<file path="src/rtl/gnr_attractor_ctrl.sv">
// gnr_attractor_ctrl
// Drives an array of dual-copy Boolean GNR nodes. The slow copy (s0) and the
// fast copy (s1) run as Floyd tortoise/hare until they meet. s0 is then frozen
// and s1 steps alone to measure the attractor period. The block reports the
// meeting step count, the period, and a timeout flag.
module gnr_attractor_ctrl #(
  parameter int N_NODES   = 8,
  parameter int CNT_W     = 16,
  parameter int MAX_STEPS = 1000
) (
  input  logic               clk,
  input  logic               rst,
  input  logic               start,
  input  logic [N_NODES-1:0] init_vec,
  input  logic [N_NODES-1:0] state_s0,
  input  logic [N_NODES-1:0] state_s1,
  output logic               reset_nos,
  output logic [N_NODES-1:0] init_state,
  output logic               start_s0,
  output logic               start_s1,
  output logic               busy,
  output logic               done,
  output logic               found,
  output logic               timeout,
  output logic [CNT_W-1:0]   transient_steps,
  output logic [CNT_W-1:0]   period
);

  typedef enum logic [2:0] {
    IDLE,
    LOAD,
    RUN,
    PERIOD,
    DONE
  } state_e;

  localparam logic [CNT_W-1:0] MaxCnt = CNT_W'(MAX_STEPS);

  state_e state_q, state_d;

  logic [N_NODES-1:0] initState_q, initState_d;
  logic [CNT_W-1:0]   runCnt_q, runCnt_d;
  logic [CNT_W-1:0]   perCnt_q, perCnt_d;
  logic [CNT_W-1:0]   transient_q, transient_d;
  logic [CNT_W-1:0]   period_q, period_d;
  logic               found_q, found_d;
  logic               timeout_q, timeout_d;

  logic stateEq;
  logic hit;
  logic pHit;
  logic runLim;
  logic perLim;

  // Meeting detection; the RUN test ignores the first two pulse counts because
  // after a single pulse both copies are trivially identical.
  always_comb begin
    stateEq = (state_s0 == state_s1);
    hit     = (state_q == RUN) && (runCnt_q >= CNT_W'(2)) && stateEq;
    pHit    = (state_q == PERIOD) && (perCnt_q >= CNT_W'(1)) && stateEq;
    runLim  = (runCnt_q == MaxCnt);
    perLim  = (perCnt_q == MaxCnt);
  end

  // State register plus the result/counter registers.
  always_ff @(posedge clk or posedge rst) begin
    if (rst) begin
      state_q     <= IDLE;
      initState_q <= '0;
      runCnt_q    <= '0;
      perCnt_q    <= '0;
      transient_q <= '0;
      period_q    <= '0;
      found_q     <= 1'b0;
      timeout_q   <= 1'b0;
    end else begin
      state_q     <= state_d;
      initState_q <= initState_d;
      runCnt_q    <= runCnt_d;
      perCnt_q    <= perCnt_d;
      transient_q <= transient_d;
      period_q    <= period_d;
      found_q     <= found_d;
      timeout_q   <= timeout_d;
    end
  end

  // Next-state logic for the FSM and its counters/results.
  always_comb begin
    state_d     = state_q;
    initState_d = initState_q;
    runCnt_d    = runCnt_q;
    perCnt_d    = perCnt_q;
    transient_d = transient_q;
    period_d    = period_q;
    found_d     = found_q;
    timeout_d   = timeout_q;
    unique case (state_q)
      IDLE: begin
        if (start) begin
          initState_d = init_vec;
          runCnt_d    = '0;
          perCnt_d    = '0;
          transient_d = '0;
          period_d    = '0;
          found_d     = 1'b0;
          timeout_d   = 1'b0;
          state_d     = LOAD;
        end
      end
      LOAD: state_d = RUN;
      RUN: begin
        if (hit) begin
          transient_d = runCnt_q;
          found_d     = 1'b1;
          state_d     = PERIOD;
        end else if (runLim) begin
          timeout_d = 1'b1;
          state_d   = DONE;
        end else begin
          runCnt_d = runCnt_q + CNT_W'(1);
        end
      end
      PERIOD: begin
        if (pHit) begin
          period_d = perCnt_q;
          state_d  = DONE;
        end else if (perLim) begin
          timeout_d = 1'b1;
          period_d  = '0;
          state_d   = DONE;
        end else begin
          perCnt_d = perCnt_q + CNT_W'(1);
        end
      end
      DONE: state_d = IDLE;
      default: state_d = IDLE;
    endcase
  end

  // Mealy outputs; node states are registered so stepping has no comb loop.
  always_comb begin
    reset_nos = (state_q == LOAD);
    busy      = (state_q == LOAD) || (state_q == RUN) || (state_q == PERIOD);
    done      = (state_q == DONE);
    start_s0  = (state_q == RUN) && !hit && !runLim;
    start_s1  = ((state_q == RUN) && !hit && !runLim) ||
                ((state_q == PERIOD) && !pHit && !perLim);
  end

  assign init_state      = initState_q;
  assign found           = found_q;
  assign timeout         = timeout_q;
  assign transient_steps = transient_q;
  assign period          = period_q;

endmodule

</file>
<file path="config.mk">
export PLATFORM = sky130hd
export DESIGN_NAME = gnr_attractor_ctrl
export DESIGN_NICKNAME = d
export VERILOG_FILES = /design/src/rtl/gnr_attractor_ctrl.sv
export SDC_FILE = /design/constraint.sdc
export NUM_CORES = 1
export LEC_CHECK = 0
export ABC_AREA = 0
export CORE_MARGIN = 2
export CORE_UTILIZATION = 46
export CTS_CLUSTER_SIZE = 20
export DETAILED_ROUTE_END_ITERATION = 10
export GPL_TIMING_DRIVEN = 0
export PLACE_DENSITY = 0.81
export SLEW_MARGIN = 0
export SYNTH_ARGS = -nofsm -noshare
export SYNTH_HDL_FRONTEND = slang
export SYNTH_SLANG_ARGS = --single-unit
</file>
<file path="constraint.sdc">
create_clock -name clk -period 2.53 [get_ports clk]
set_input_delay 0.253 -clock clk [delete_from_list [all_inputs] [get_ports clk]]
set_output_delay 0.253 -clock clk [all_outputs]
set_load 0.02 [all_outputs]
</file>
==> flow_metrics.tcl, run 1 <==
set metrics [dict create \
    final_common_cell "clkdlybuf4s50_1" \
    rr_worst_depth 9 \
    die_area_mm2 0.00865 \
    detail_route.wl_per_cell_um 17.8 \
    grt_util_all_layers 0.237 \
    endpoint_kind "output pin" \
    syn2layout_area_growth_pct 38.5 \
    hold_viol_final 0 \
    r2r_slack_ns -0.04 \
    p_total_uw 3690 \
    power_density_mw_per_mm2 733 \
    start_util 0.474 \
    cts_inserted_buffers 9 \
    yosysSeqAreaShare 0.529 \
    h-tree-depth 3 \
    worst_pin_slew_ns 0.833 \
    path_max_fanout 6 \
    synthesis.nets 393 \
    synth_seq_cells 77 \
    port-buffer-count 73 \
    gr-total-overflow 0 \
    numClockSinks 77 \
    worstPathCellList "or4_4 > nor4_4 > nor4_4 > clkbuf_8 > nand3b_1 > nand2_1 > buf_6" \
    cp.required_ns 2.28 \
    routed_wirelength_um 10200 \
    core_area_mm2 0.00769 \
    violations "negative setup slack" \
    finalSetupViolCount 3 \
    cpMaxStageDelayCell "or4_4" \
    reg2reg_from "runCnt_q[6]" \
    hpwl_um 6490 \
    synthesis.area_mm2 0.00364 \
    leakagePower_uw 0.00216 \
    drv_cap 0 \
    skew_ns 0.00841 \
    post-route-period-util 1.05 \
    drcViolationCount 0 \
    antenna_found_initial 0 \
    setup_slack_ns -0.117 \
    final_cell_mix "clkdlybuf4s50_1, dfrtp_1, nand2_1, a22o_1, buf_4" \
    dp.cells 536 \
    critical_path_class "register to output pin" \
    ant_nets 0 \
    cts_tree "yes" \
    max_freq_mhz 378 \
    ctsHoldBuffers 0 \
    critPathLaunchType "register" \
    drt_first_pass_iters 8 \
    grt_max_degree 54 \
    cp_common_cell "nor4_4" \
    rsz0062_at_grt "yes" \
    worstPathArrival_ns 2.39 \
    fin_crit_ns 2.65 \
    slew_headroom 0.443 \
    cpLargestDelayFamily "simple AND/OR/NAND/NOR gates" \
    hp-class "input pin to async pin" \
    clock_latency_ns 0.36 \
    die_w_um 93.0 \
    irDropWorstVdd_mv 0.547 \
    avgSynthCellArea_um2 10.1 \
    async_reset_ff_frac 1.00 \
    max_stage_delay_ns 0.51 \
    yosysWarnings 0 \
    slew_viol_final 0 \
    layout.nets 499 \
    drive_gt1_frac 0.189 \
    critical_path.startpoint "runCnt_q[6]" \
    r2r-end "runCnt_q[14]" \
    worst-path-buf-inv 2 \
    diodes 0 \
    fin_cells 573 \
    clk_pin_slew_ns 0.08 \
    vias_per_cell 5.87 \
    io_pins 74 \
    place.gp.congestion 0.876 \
    synth_cells 360 \
    vias 3364 \
    die_h_um 93.0 \
    synth_flop_cell "dfrtp_1" \
    synth_cell_types 37 \
    status "complete, but fails checks" \
    drt-initial-drc-count 237 \
    cts_buffer_depth 2 \
    synth_edf_count 0 \
    grt_pass1_vias 3362 \
    grt_pass1_wl_um 16200 \
    clock-root-buffer "clkbuf_8" \
    rows 32 \
]
cell type report:
class,count,area [µm²]
buffer,15,80.1
clock buffer,10,128
clock inverter,6,40.0
fill,589,2640
inverter,9,36.3
multi-input combinational,258,1770
sequential,77,1940
tap,102,128
timing repair buffer,96,926
worst register-to-register path, delay by kind of cell (launching register included):
family                    cells  cell delay [ns]
DFF                           1             0.45
and+or+nand+nor               5             1.39
xor gates and xnor gates      1             0.17
buffers and inverters         3             0.44
through the flow:
step | setup TNS (ns) | worst slack [ns] | utilization | area (µm²) | hold slack (ns)
finish | -0.258 | -0.117 | 0.656 | 5040 | 0.210
global route | -1.15 | -0.185 | 0.656 | 5040 | 0.258
CTS | -0.650 | -0.0943 | 0.641 | 4930 | 0.224
detailed placement | -19.65 | -0.886 | 0.589 | 4530 | 0.462
global placement | -84.81 | -0.863 | 0.585 | 4500 | 0.458
floorplan | 0 | 0.0741 | - | 3640 | 0.358
report_power, final:
group          internal, µW  switching [µW]  leakage [µW]
Clock                   355             476     0.0000860
Sequential             1340            84.3       0.00104
Combinational           572             864       0.00104
Yosys cell counts (3+ instances only):
master	instances	share of area
nand3b_1	4	0.0082
nor4_1	8	0.014
xnor2_1	16	0.038
ha_1	6	0.021
inv_1	9	0.0093
nand4_1	8	0.014
a22o_1	32	0.077
or3_1	14	0.024
nor2_1	17	0.018
o31ai_1	4	0.0082
and2_1	4	0.0069
nand2_1	43	0.044
or4_1	8	0.016
clkbuf_1	14	0.014
nand3_1	10	0.014
o21ai_0	21	0.029
a21oi_1	20	0.027
and3_1	6	0.010
or2_2	3	0.0052
nor4b_1	4	0.0096
nor3_1	8	0.011
dfrtp_1	77	0.53
nand2b_1	4	0.0069
sequential cells by signal, indices dropped and copies added (netlist names):
signal,flops
state_q,3
timeout,1
perCnt_q,16
runCnt_q,16
init_state,8
period,16
found,1
transient_steps,16
repair_timing:
| action | CTS | global route |
|---|---|---|
| resized for setup | 43 | 24 |
| pin swaps | 7 | 4 |
| setup endpoints to repair | 53 | 41 |
| buffers inserted | 15 | 7 |
| hold endpoints to repair | 0 | 0 |
metal layers:
metal	share of wire	track usage	up-vias	routed length, µm
met5	0	0	-	0
met4	0.023	0.0723	0	231
met3	0.058	0.0500	30	589
met2	0.52	0.407	149	5260
met1	0.40	0.301	1654	4100
li1	-	-	1531	-
worst max-delay path by stage:
stage	slack [ns]	cells after the start	endpoint
finish	-0.12	7	start_s1
global route	-0.18	7	start_s1
CTS	-0.09	8	start_s1
detailed placement	-0.89	8	start_s1
global placement	-0.86	2	period[2]
floorplan	0.07	6	perCnt_q[8]
kinds of logic after synthesis:
| family | after synthesis | share of synthesized area |
|---|---|---|
| AND/OR/NAND/NOR | 149 | 0.221 |
| AO/OA/AOI/OAI | 85 | 0.159 |
| flip-flops | 77 | 0.529 |
| buffers and inverters | 25 | 0.0278 |
| XOR/XNOR | 18 | 0.0433 |
| adder cells (fa/ha/maj) | 6 | 0.0206 |
Power figures use the tool's default switching activity.
==> run 2: changes to the inputs <==
- SLEW_MARGIN: 0 -> unset
==> results of run 2 <==
Final layout, timing and power as in run 1 (identical DEF).
==> RTL change 1: new RTL, settings of run 2 <==
Reset style: synchronous (`rst`), changed in one clocked block.
--- a/src/rtl/gnr_attractor_ctrl.sv
+++ b/src/rtl/gnr_attractor_ctrl.sv
@@ -63,7 +63,7 @@
   end
 
   // State register plus the result/counter registers.
-  always_ff @(posedge clk or posedge rst) begin
+  always_ff @(posedge clk) begin
     if (rst) begin
       state_q     <= IDLE;
       initState_q <= '0;
Check against the original RTL: differs if rst is asserted again (counterexample within 4 cycles, from zero or initial values and one cycle with rst high); with rst held inactive, the same outputs for 10 cycles.
==> RTL change 1 against run 2 <==
- area after synthesis down 6.3%
- register-to-register slack improved by 220 ps
- routed wire length is 23% lower
- first-iteration DRC count fell by 46%
- clock skew grew 1.6 ps
- via count fell by 8.4%
- sequential share of layout area decreased by 4.3 points
- sequential cell count did not move
- final area down 10%
- total power down 14%
- setup slack improved by 270 ps
- global-route usage down 4.0 points
- highest routed layer unchanged
==> RTL change 1: results (changes against run 2) <==
Max Clk Rate=0.421 GHz (+11%); share of layout cells above drive strength 1=0.111 (-0.0778); DP Worst Slack=-463 ps (+423 ps); Yosys cell types=56 (+51%); Hold Crit Class=in2reg; FF-to-FF Start=perCnt_q[12]; DP Area=4260 µm² (-6.0%); Iteration-0 DRC Markers=129 (-46%); xor/xnor share of the synthesized area=0.0565 (+0.0132); sequential area share after synthesis=0.452 (-0.0772); GRT Util Overall=0.197 (-0.0399); vias per inst=5.52 (-5.9%); WL met3=470 µm (-20%); clock skew=10.0 ps (+1.61 ps); Primary FF master, synth=dfxtp_1; fraction of the mapped netlist area in adder cells=0.0220 (+0.00139); met2 Use GR=0.309 (-0.0981); syn nets=402 (+2.3%); grt met3 use=0.0645 (+0.0146); status=complete, no violations; crit path from=runCnt_q[1]; FF-to-FF setup slack=180 ps (+220 ps); largest net degree at the start of global routing=17 (-69%); VDD IR max=0.000495 V (-9.5%); # Post-CTS Setup Buffers=1 (-14); first-pass GRT wire length=13.1 mm (-19%)
RTL change 1: cell types whose count changed after synthesis, sizes merged, moves of 9 or more:
cell | run 2 | this run
buf | 2 | 11
dfrtp | 77 | 0
dfxtp | 0 | 77
nand2 | 43 | 33
nor2 | 17 | 26
o211ai | 0 | 9
o21ai | 22 | 13
xnor2 | 16 | 4
xor2 | 2 | 18
RTL change 1: layout make-up:
type                       instances  area (µm²)
clock buffer                       9         124
buffer                            20         113
timing repair buffer              74         728
multi-input combinational        262        1790
fill                             635        2700
tap                               99         124
sequential                        77        1540
inverter                          10        37.5
clock inverter                     7        62.6
RTL change 1: per-stage QoR:
stage / instances / TNS, ps
final: 558 / 0
after global routing: 558 / -11.0
after CTS: 557 / 0
after detailed placement: 540 / -9560
after global placement: 540 / -7340
after floorplan: 369 / 0
RTL change 1: power breakdown:
group          total (mW)  internal (mW)  switching [mW]
clock               0.886          0.378           0.508
combinational       0.970          0.389           0.581
sequential           1.32           1.27          0.0504
==> RTL change 2: new RTL, flow settings as in run 2 <==
Without the edit above. The parameter `N_NODES` goes from 8 to 4.
--- a/src/rtl/gnr_attractor_ctrl.sv
+++ b/src/rtl/gnr_attractor_ctrl.sv
@@ -4,7 +4,7 @@
 // and s1 steps alone to measure the attractor period. The block reports the
 // meeting step count, the period, and a timeout flag.
 module gnr_attractor_ctrl #(
-  parameter int N_NODES   = 8,
+  parameter int N_NODES   = 4,
   parameter int CNT_W     = 16,
   parameter int MAX_STEPS = 1000
 ) (
Ports: changed (resized init_state, init_vec, state_s0 and state_s1); port bits go from 74 to 58. No check against the original RTL was run, so the function may have changed too.
==> RTL change 2 against run 2 <==
- routed wire length down 4.4%
- combinational power is 16% higher
- final area down 2.2%
- area after synthesis rose by 4.9%
- sequential cell count down 4
- total power rose by 16%
- die area up 4.7%
- setup slack improved by 230 ps
- critical endpoint unchanged
==> RTL change 2: results (changes against run 2) <==
Bufs on Longest Clock Path=2 (unchanged); Pleak=2.13 nW (-1.8%); vias per inst=6.02 (+2.5%); IO buf count=57 (-22%); syn nets=381 (-3.1%); share of layout cells above drive strength 1=0.206 (+0.0169); largest net degree at the start of global routing=74 (+37%); WL met3=441 µm (-25%); top cells by area, synth=dfrtp_1 48%, a32o_1 4.2%, nand2_1 3.8%, a22o_1 3.7%, or2_2 2.5%; Synth Area in Compound Gates=0.187 (+0.0285); VDD IR max=0.000585 V (+7.1%); Iteration-0 DRC Markers=195 (-18%); Routed WL=9.74 mm (-4.4%); fraction of the mapped netlist area in adder cells=0.0196 (-0.000972); crit path DAT=2160 ps (-230 ps); Slew HR=0.391 (-0.0524); first-pass GRT wire length=16.2 mm (-0.42%); clock skew=7.73 ps (-0.682 ps); sequential area share after synthesis=0.478 (-0.0511); most frequent cells after synthesis=73 x dfrtp_1, 39 x nand2_1, 16 x a22o_1, 16 x a32o_1, 15 x or2_2; vias in the first global route=3,345 (-0.51%); xor/xnor share of the synthesized area=0.00917 (-0.0341); GRT Util Overall=0.232 (-0.00498); status=complete, no violations; DR WL met2=5.09 mm (-3.3%); Pre-antenna DRT Iters=4 (-4); multiplexer area fraction after synthesis=0.0265 (+0.0265); DRT met1 WL=3.98 mm (-2.9%); Layout Nets=458 (-8.2%); Fillers=644 (+9.3%); GPL Wtd Cong=0.913 (+4.1%)
RTL change 2: per-layer routing:
metal | vias to the layer above | global-route usage
li1 | 1522 | -
met1 | 1632 | 0.285
met2 | 117 | 0.383
met3 | 21 | 0.0648
met4 | 0 | 0.0966
met5 | - | 0
RTL change 2: area by class of cell:
| cell class | instances | area (µm²) | share of cell area |
|---|---|---|---|
| repair buffers | 68 | 649 | 0.132 |
| well taps | 105 | 131 | 0.0266 |
| clock inverters | 7 | 141 | 0.0287 |
| plain buffers | 23 | 148 | 0.0299 |
| clock buffers | 9 | 124 | 0.0251 |
| flip-flops and latches | 73 | 1840 | 0.372 |
| multi-input cells | 254 | 1870 | 0.379 |
| inverters | 8 | 32.5 | 0.00659 |
RTL change 2: cell families after synthesis:
group,after synthesis
muxes,10
adders and majority gates,6
xor gates and xnor gates,4
buffers and inverters,33
AOI/OAI and AO/OA,89
and+or+nand+nor,145
DFF,73
RTL change 2: through the flow:
stage                     setup slack [ps]  utilization  std cells  hold slack (ps)  instance area [µm²]
after CTS                             7.19        0.599        542              425                 4870
final                                  116        0.607        547              430                 4930
after floorplan                        424            -        360              358                 3820
after global routing                 -6.13        0.607        547              433                 4930
after detailed placement              -506        0.557        522              471                 4530
after global placement                -728        0.556        522              458                 4520
RTL change 2: timing repair:
action                     in CTS  in global routing
resized for setup              24                  9
setup endpoints to repair       2                  2
hold buffers                    0                  0
pin swaps                       6                  3
setup buffers                   6                  5
gates cloned                    0                  0
RTL change 2: power by group:
part           internal (mW)  switching, mW
Combinational          0.711          0.955
Clock                  0.756          0.441
Sequential              1.29          0.136
Total                   2.76           1.53
RTL change 2: path summary, 6_finish.rpt:
path | start | to | slack (ps) | depth (start not counted)
max in group asynchronous | rst | perCnt_q[11] | 1450 | 2
hold reg to reg | init_state[0] | init_state[0] | 480 | 2
hold / removal | rst | state_q[1] | 430 | 2
setup / recovery | runCnt_q[15] | start_s1 | 120 | 7
setup reg to reg | perCnt_q[0] | perCnt_q[8] | 270 | 7
min in group clk | init_vec[0] | init_state[0] | 430 | 3
RTL change 2: critical path: stages (launching register included):
cell and delay [ps]:
dfrtp_1 420, nor4_4 360, and4_1 250, buf_6 130, o22ai_2 80, a221oi_2 340
inv_1 90, buf_6 140
